--- src/rtl/ppt_pulse_controller.sv ---
// PPT trigger pulse-train generator on a prescaled tick of 2^(clk_div+1) clk cycles; start latency 1 clk, all outputs registered.
// Optional PPT_CONTINUOUS_EN: count==0 becomes an unlimited train (count_done wraps) that only run_ppt low can end.
module ppt_pulse_controller #(
    parameter int PRESC_W = 32,
    parameter int PER_W   = 14,
    parameter int CNT_W   = 8
) (
    input  logic             clk,
    input  logic             rst,
    input  logic [4:0]       clk_div,
    input  logic [PER_W-1:0] period,
    input  logic [PER_W-1:0] width,
    input  logic [CNT_W-1:0] count,
    input  logic             run_ppt,
    output logic             ppt_out,
    output logic [CNT_W-1:0] count_done,
    output logic             done,
    output logic             cfg_err,
    output logic             busy
);

    typedef enum logic [1:0] {
        S_IDLE,
        S_PULSE,
        S_GAP,
        S_DONE
    } state_t;

    localparam logic [PRESC_W-1:0] PRESC_ONE = PRESC_W'(1);
    localparam logic [PER_W-1:0]   PER_ONE   = PER_W'(1);
    localparam logic [PER_W-1:0]   PER_TWO   = PER_W'(2);
    localparam logic [CNT_W-1:0]   CNT_ONE   = CNT_W'(1);

    state_t             state_q, state_d;
    logic [PRESC_W-1:0] presc_q, presc_d;
    logic [PER_W-1:0]   phase_q, phase_d;
    logic [CNT_W-1:0]   cnt_done_q, cnt_done_d;
    logic               cfg_err_q, cfg_err_d;
    logic [4:0]         div_q, div_d;
    logic [PER_W-1:0]   per_q, per_d;
    logic [PER_W-1:0]   wid_q, wid_d;
    logic [CNT_W-1:0]   cnt_q, cnt_d;
    logic               ppt_out_q, done_q, busy_q;

    logic [PRESC_W-1:0] presc_lim;
    logic               tick;
    logic               cfg_ok;
    logic               unlimited;

    // At clk_div=31 the shift yields 0 and the subtraction wraps to all ones (2^32-1).
    assign presc_lim = (PRESC_ONE << ({1'b0, div_q} + 6'd1)) - PRESC_ONE;
    assign tick      = (presc_q == presc_lim);

    always_comb begin
        cfg_ok = (period >= PER_TWO) && (width != '0) && (width < period);
`ifndef PPT_CONTINUOUS_EN
        cfg_ok = cfg_ok && (count != '0);
`endif
    end

`ifdef PPT_CONTINUOUS_EN
    assign unlimited = (cnt_q == '0);
`else
    assign unlimited = 1'b0;
`endif

    always_comb begin
        state_d    = state_q;
        presc_d    = presc_q;
        phase_d    = phase_q;
        cnt_done_d = cnt_done_q;
        cfg_err_d  = cfg_err_q;
        div_d      = div_q;
        per_d      = per_q;
        wid_d      = wid_q;
        cnt_d      = cnt_q;
        case (state_q)
            S_IDLE: begin
                if (run_ppt) begin
                    div_d      = clk_div;
                    per_d      = period;
                    wid_d      = width;
                    cnt_d      = count;
                    cnt_done_d = '0;
                    presc_d    = '0;
                    phase_d    = '0;
                    cfg_err_d  = !cfg_ok;
                    state_d    = cfg_ok ? S_PULSE : S_DONE;
                end
            end
            S_PULSE, S_GAP: begin
                if (!run_ppt) begin
                    state_d = S_IDLE;
                end else if (tick) begin
                    presc_d = '0;
                    // End of period wins over end of pulse width.
                    if (phase_q == per_q - PER_ONE) begin
                        phase_d    = '0;
                        cnt_done_d = cnt_done_q + CNT_ONE;
                        state_d    = (cnt_done_d == cnt_q && !unlimited) ? S_DONE : S_PULSE;
                    end else begin
                        phase_d = phase_q + PER_ONE;
                        if (state_q == S_PULSE && phase_q == wid_q - PER_ONE) begin
                            state_d = S_GAP;
                        end
                    end
                end else begin
                    presc_d = presc_q + PRESC_ONE;
                end
            end
            S_DONE: begin
                if (!run_ppt) begin
                    state_d = S_IDLE;
                end
            end
            default: state_d = S_IDLE;
        endcase
    end

    always_ff @(posedge clk) begin
        if (rst) begin
            state_q    <= S_IDLE;
            presc_q    <= '0;
            phase_q    <= '0;
            cnt_done_q <= '0;
            cfg_err_q  <= 1'b0;
            div_q      <= '0;
            per_q      <= '0;
            wid_q      <= '0;
            cnt_q      <= '0;
            ppt_out_q  <= 1'b0;
            done_q     <= 1'b0;
            busy_q     <= 1'b0;
        end else begin
            state_q    <= state_d;
            presc_q    <= presc_d;
            phase_q    <= phase_d;
            cnt_done_q <= cnt_done_d;
            cfg_err_q  <= cfg_err_d;
            div_q      <= div_d;
            per_q      <= per_d;
            wid_q      <= wid_d;
            cnt_q      <= cnt_d;
            ppt_out_q  <= (state_d == S_PULSE);
            done_q     <= (state_d == S_DONE);
            busy_q     <= (state_d == S_PULSE) || (state_d == S_GAP);
        end
    end

    assign ppt_out    = ppt_out_q;
    assign count_done = cnt_done_q;
    assign done       = done_q;
    assign cfg_err    = cfg_err_q;
    assign busy       = busy_q;

endmodule
--- config.mk ---
export PLATFORM = sky130hd
export DESIGN_NAME = ppt_pulse_controller
export DESIGN_NICKNAME = d
export VERILOG_FILES = /design/src/rtl/ppt_pulse_controller.sv
export SDC_FILE = /design/constraint.sdc
export NUM_CORES = 1
export LEC_CHECK = 0
export BUFFER_PORTS_ARGS = -buffer_cell sky130_fd_sc_hd__clkbuf_2
export CORE_MARGIN = 5
export CORE_UTILIZATION = 50
export DETAILED_ROUTE_END_ITERATION = 12
export GPL_ROUTABILITY_DRIVEN = 0
export GPL_TIMING_DRIVEN = 1
export PLACE_DENSITY_LB_ADDON = 0.12
export SETUP_SLACK_MARGIN = 0.15
export SLEW_MARGIN = 30
export SYNTH_ARGS = -nofsm -noshare
export SYNTH_HDL_FRONTEND = slang
export SYNTH_SLANG_ARGS = --single-unit
--- constraint.sdc ---
create_clock -name clk -period 6.8 [get_ports clk]
set_clock_uncertainty 0.2 [all_clocks]
set_input_delay 1.36 -clock clk [delete_from_list [all_inputs] [get_ports clk]]
set_output_delay 1.36 -clock clk [all_outputs]
set_load 0.005 [all_outputs]
# [Yosys cells after proc, flatten, opt, wreduce, memory -nomap -nowiden]
# Index checks and enable logic that the tools add are counted.
[totals] reg_bits=101 latchBits=0 ram_bits=0 mem_bits_ro=0 in_bits=44 word_cells=74 n_memories=0
[classes] addsub=7 mul=0 n_div=0 order_cmp=2 n_eq_ne=14 n_shift=1 n_mux=23 bitwise_logic=0 n_reduce_logical=15
[ops] operator="$mux 32" count=3
[ops] operator="$pmux 32 s2" count=1
[ops] operator="$mux 14" count=4
[ops] operator="$add 32x1->32 const B" count=1
[ops] operator="$eq 32x32->1" count=1
[ops] operator="$mux 8" count=4
[ops] operator="$shl 1x6->32 const A" count=1
[ops] operator="$sub 32x1->32 const B" count=1
[ops] operator="$eq 14x14->1" count=2
[ops] operator="$pmux 14 s2" count=1
[ops] operator="$sub 14x1->14 const B" count=2
[ops] operator="$mux 2" count=8
[ops] operator="$pmux 8 s2" count=1
[ops] operator="$add 14x1->14 const B" count=1
[ops] operator="$ge 14x2->1 const B" count=1
[ops] operator="$lt 14x14->1" count=1
[ops] operator="$reduce_bool 14->1" count=1
[ops] operator="$add 8x1->8 const B" count=1
[ops] operator="$eq 2x2->1 const B" count=4
[ops] operator="$eq 8x8->1" count=1
[ops] operator="$ne 2x2->1 const B" count=4
[ops] operator="$reduce_bool 8->1" count=1
[ops] operator="$add 5x1->6 const B" count=1
[ops] operator="$pmux 2 s3" count=1
[ops] operator="11 further kinds" count=15

# [Longest topological paths before layout]
[logic_depth] ltp_word=10 ltp_mapped=19

# [Worst setup path before layout]
# Ideal clock, no wire load.
[synth_path] path_kind="register to register" startpoint="register div_q[0]" endpoint="register busy_q (netlist: busy)" setup_time_ps=126 t_arrival_ps=3987 required_time_ps=6474 setup_slack_ps=2487 path_stages_with_launch=18 path_buffers=4 cell_sequence="dfxtp_1 > buf_6 > buf_6 > nor3_1 > nand2_1 > ha_1 > buf_2 > buf_2 > or4_4 > a22oi_2 > mux2i_1 > or3_1 > or4_4 > a211oi_1 > o31ai_1 > or2_1 > ha_1 > nor2_1"
[synth_between] elab_chain_cells=9 word_cells_on_any_way=10 classes_between="add/sub: 2; eq/ne: 3; shift: 1; mux: 3; reduce/logical: 1"
[synth_rtl] element="start: declaration" line="39" text="logic [4:0] div_q, div_d;"
[synth_rtl] element="start signal: assignment" line="140" text="div_q <= div_d;"
[synth_rtl] element="$add 5x1->6 *" line="51" text="assign presc_lim = (PRESC_ONE << ({1'b0, div_q} + 6'd1)) - PRESC_ONE;"
[synth_rtl] element="$shl 1x6->32 *" line="51"
[synth_rtl] element="$sub 32x1->32 *" line="51"
[synth_rtl] element="$eq 32x32->1 *" line="52" text="assign tick = (presc_q == presc_lim);"
[synth_rtl] element="$mux 2 *" line="94" text="end else if (tick) begin"
[synth_rtl] element="$mux 2 *" line="92" text="if (!run_ppt) begin"
[synth_rtl] element="$pmux 2 s3 *" line="77" text="case (state_q)"
[synth_rtl] element="$eq 2x1->1 / $eq 2x2->1 (equally long branches)" line="146" text="busy_q <= (state_d == S_PULSE) || (state_d == S_GAP);"
[synth_rtl] element="$logic_or 1x1->1 *" line="146"
[synth_rtl] element="end signal: assignment" line="146"
[synth_rtl] element="end: declaration" line="43" text="logic ppt_out_q, done_q, busy_q;"
# Every way passes the cells marked *; elsewhere a longest branch is shown, timed or not.
# A chain may end at the register's enable or synchronous reset.

# [Worst setup path after layout]
[layout_path] startpoint="register div_q[3]" endpoint="register cnt_done_q[3] (netlist: count_done[3])"
[layout_between] elab_chain_cells=6
[layout_rtl] element="$add 5x1->6" line="51"
[layout_rtl] element="$shl 1x6->32" line="51"
[layout_rtl] element="$sub 32x1->32" line="51"
[layout_rtl] element="$eq 32x32->1" line="52"
[layout_rtl] element="$ne 2x2->1 (no source line)"
[layout_rtl] element="$reduce_and 5->1 (no source line)"
[layout_rtl] element="end signal: assignment" line="138" text="cnt_done_q <= cnt_done_d;"
[layout_rtl] element="end: declaration" line="37" text="logic [CNT_W-1:0] cnt_done_q, cnt_done_d;"
# Every way passes these cells.

==> reports/metrics.yaml <==
status:
  status: "complete, no violations"
layout:
  area_delta_synth_final_pct: 7.727
  fillers: 1450
  finalNonFillerCells: 1169
  num_antenna_cells: 0
  fin_nets: 1048
  layout-drive-gt1-share: 0.1107
yosys:
  yosysSeqAreaShare: 0.2775
  syn_area_mm2: 0.007287
  synth_seq_cells: 101
  synthCells: 964
  synthDistinctLibCells: 88
  synth-warning-count: 0
  synth.most_common_cell: "nand2_1"
  syn_nets: 1032
  synth_area_leader_cell: "dfxtp_1"
  synth_commonest_cells: "128 x nand2_1, 101 x dfxtp_1, 86 x nor2_1"
  async_reset_ff_frac: 0
  synth_area_leaders: "dfxtp_1 28%, nand2_1 6.6%, xnor2_1 5.4%"
  synth_edf_count: 0
  avgSynthCellArea_um2: 7.559
  synth_flop_cell: "dfxtp_1"
  synth_top_area_share: 0.2775
sta:
  min_period_over_period: 0.7531
  hold_viol_final: 0
  tightest_slew_ps: 807.7
  fmax_mhz: 195.3
  final-max-slew-violation-count: 0
  setup_violations: 0
  rsz0062_at_grt: "false"
  tns_ps: 0
  worst_slack_ps: 1679
  finalHoldWorstSlack_ps: 268.1
  fin_crit_ps: 5121
  max_slew_margin: 0.4615
drt:
  vias: 6949
  via_per_inst: 5.944
  first_iter_violations: 775
  drtPass1Iterations: 6
  drtAntennaViolNets: 0
  drc_errors: 0
  wl_per_cell_um: 16.49
  drt_wl_total_um: 19270
floorplanning:
  die_y_um: 130.7
  rows: 44
  start_util: 0.5052
  die_w_um: 130.7
  core-area_mm2: 0.01442
  dieArea_mm2: 0.01709
  ios: 56
power:
  swShare: 0.4176
  p_clk_frac: 0.225
  seqPwrFrac: 0.331
  pwr-share-comb: 0.444
  ir_drop_v: 0.0001406
  p_leak_nw: 3.013
  power_density_mw_per_mm2: 281.6
  internal_power_mw: 1.288
  power.switching_mw: 0.9234
setup_path:
  worstSetupPathType: "reg -> reg"
  critPathLaunchType: "flop"
  worstPathRequired_ps: 6820
  crit_start: "div_q[3]$_SDFFE_PP0P_"
  crit_fanout: 32
  crit_arrival_ps: 5140
  endpoint_kind: "flop"
  rr_startpoint: "div_q[3]$_SDFFE_PP0P_"
clock_tree:
  clk_latency_ps: 360
  cts_resized: 0
  postCtsSetupRepairBufs: 0
  clock_path_buffers: 2
  cts_root_buffer: "clkbuf_16"
  cts_tree: "built"
  clock-sinks: 101
  hold_buffers: 0
  path_clk_slew_ps: 70
  htreeDepth: 3
  cts_buffers: 9
global_route:
  grt_antenna_before_repair: 0
  grt.total_usage: 0.2320
  grt_pass1_vias: 6353
  overflow: 0
  grt_start_max_net_pins: 59
  grt_pass1_wl_um: 31880
min_path:
  hp-class: "reg -> reg"
  hold_start: "cnt_q[6]$_SDFFE_PP0P_"
placement:
  dp_cells: 1153
  numPortBuffers: 55
  dp_hpwl_um: 14330
  place_ws_ps: 1733
flow_run:
  max_cap_violations: 0
==> area by class of cell <==
cell class                      count  area [um^2]  area share
Tap cell                          184        230.2     0.02933
Clock inverter                      6        52.55    0.006694
Timing Repair Buffer               65        350.3     0.04463
Inverter                           39        146.4     0.01865
Clock buffer                       10        229.0     0.02917
Multi-Input combinational cell    764         4820      0.6140
Sequential cell                   101         2022      0.2576
==> final timing paths <==
kind                            slack [ps]  cells past startpoint                    endpoint
worst max register to register        1680                     14  count_done[3]$_SDFFE_PP0P_
worst min-delay path                   270                      2       cnt_q[6]$_SDFFE_PP0P_
worst min register to register         270                      2       cnt_q[6]$_SDFFE_PP0P_
worst max-delay path                  1680                     14  count_done[3]$_SDFFE_PP0P_
==> cells by family after synthesis <==
logic type,count (synthesis),share of synthesized area
flip-flops,101,0.2775
multiplexers,9,0.01271
other,1,0.0005146
AND/OR/NAND/NOR,423,0.3001
XOR/XNOR,90,0.1082
adder cells (fa/ha/maj),24,0.04121
AO/OA/AOI/OAI,217,0.1987
buffers and inverters,99,0.06112
==> state kept, by name, summed over array words and instances (netlist names), 2 cells and up <==
name,cells
count_done,8
div_q,5
presc_q,32
phase_q,14
per_q,14
wid_q,14
state_q,2
cnt_q,8
==> critical path: stages, from the launching register on <==
cell	delay, ps
dfxtp_1	310
buf_4	320
nor2_1	210
nand2_1	170
ha_1	520
buf_4	280
or4b_4	480
a2111o_1	400
o221ai_2	90
nand3_1	100
nand4bb_1	230
nor4_4	690
a21oi_1	230
o21bai_2	580
o22ai_1	170
==> cell usage in the layout (no fill, tap or decap), types with 13 or more instances in the layout <==
master / Yosys / final
o21ai_0: 37 / 37
and3_1: 20 / 20
nand4_1: 23 / 23
or3_1: 17 / 17
nand3_1: 40 / 40
ha_1: 24 / 24
nor2_1: 86 / 86
clkbuf_2: 0 / 55
xor2_1: 45 / 45
nor3_1: 22 / 22
nand2_1: 128 / 128
nor4_1: 14 / 14
dfxtp_1: 101 / 101
inv_1: 37 / 37
a21o_1: 13 / 13
a21oi_1: 74 / 74
xnor2_1: 45 / 45
==> power by group through the flow <==
stage	Clock [mW]	Sequential (mW)	Combinational, mW
final	0.498	0.731	0.982
after global routing	0.538	0.741	1.10
after CTS	0.514	0.731	0.979
after detailed placement	0	0.745	0.974
after global placement	0	0.744	0.968
after floorplan	0	0.717	0.797
==> metrics by stage <==
stage / area, um^2 / total power, mW / utilization
finish: 7850 / 2.211 / 0.5442
global route: 7850 / 2.377 / 0.5442
CTS: 7850 / 2.223 / 0.5442
detailed placement: 7569 / 1.719 / 0.5247
global placement: 7569 / 1.712 / 0.5247
floorplan: 7287 / 1.514 / -
==> metal layers <==
metal,routed length (um),up-vias,global-route usage
li1,-,3479,-
met4,550,0,0.08832
met5,0,-,0
met2,9219,173,0.3921
met1,8856,3257,0.2995
met3,647,40,0.03415
Power figures use the tool's default switching activity.
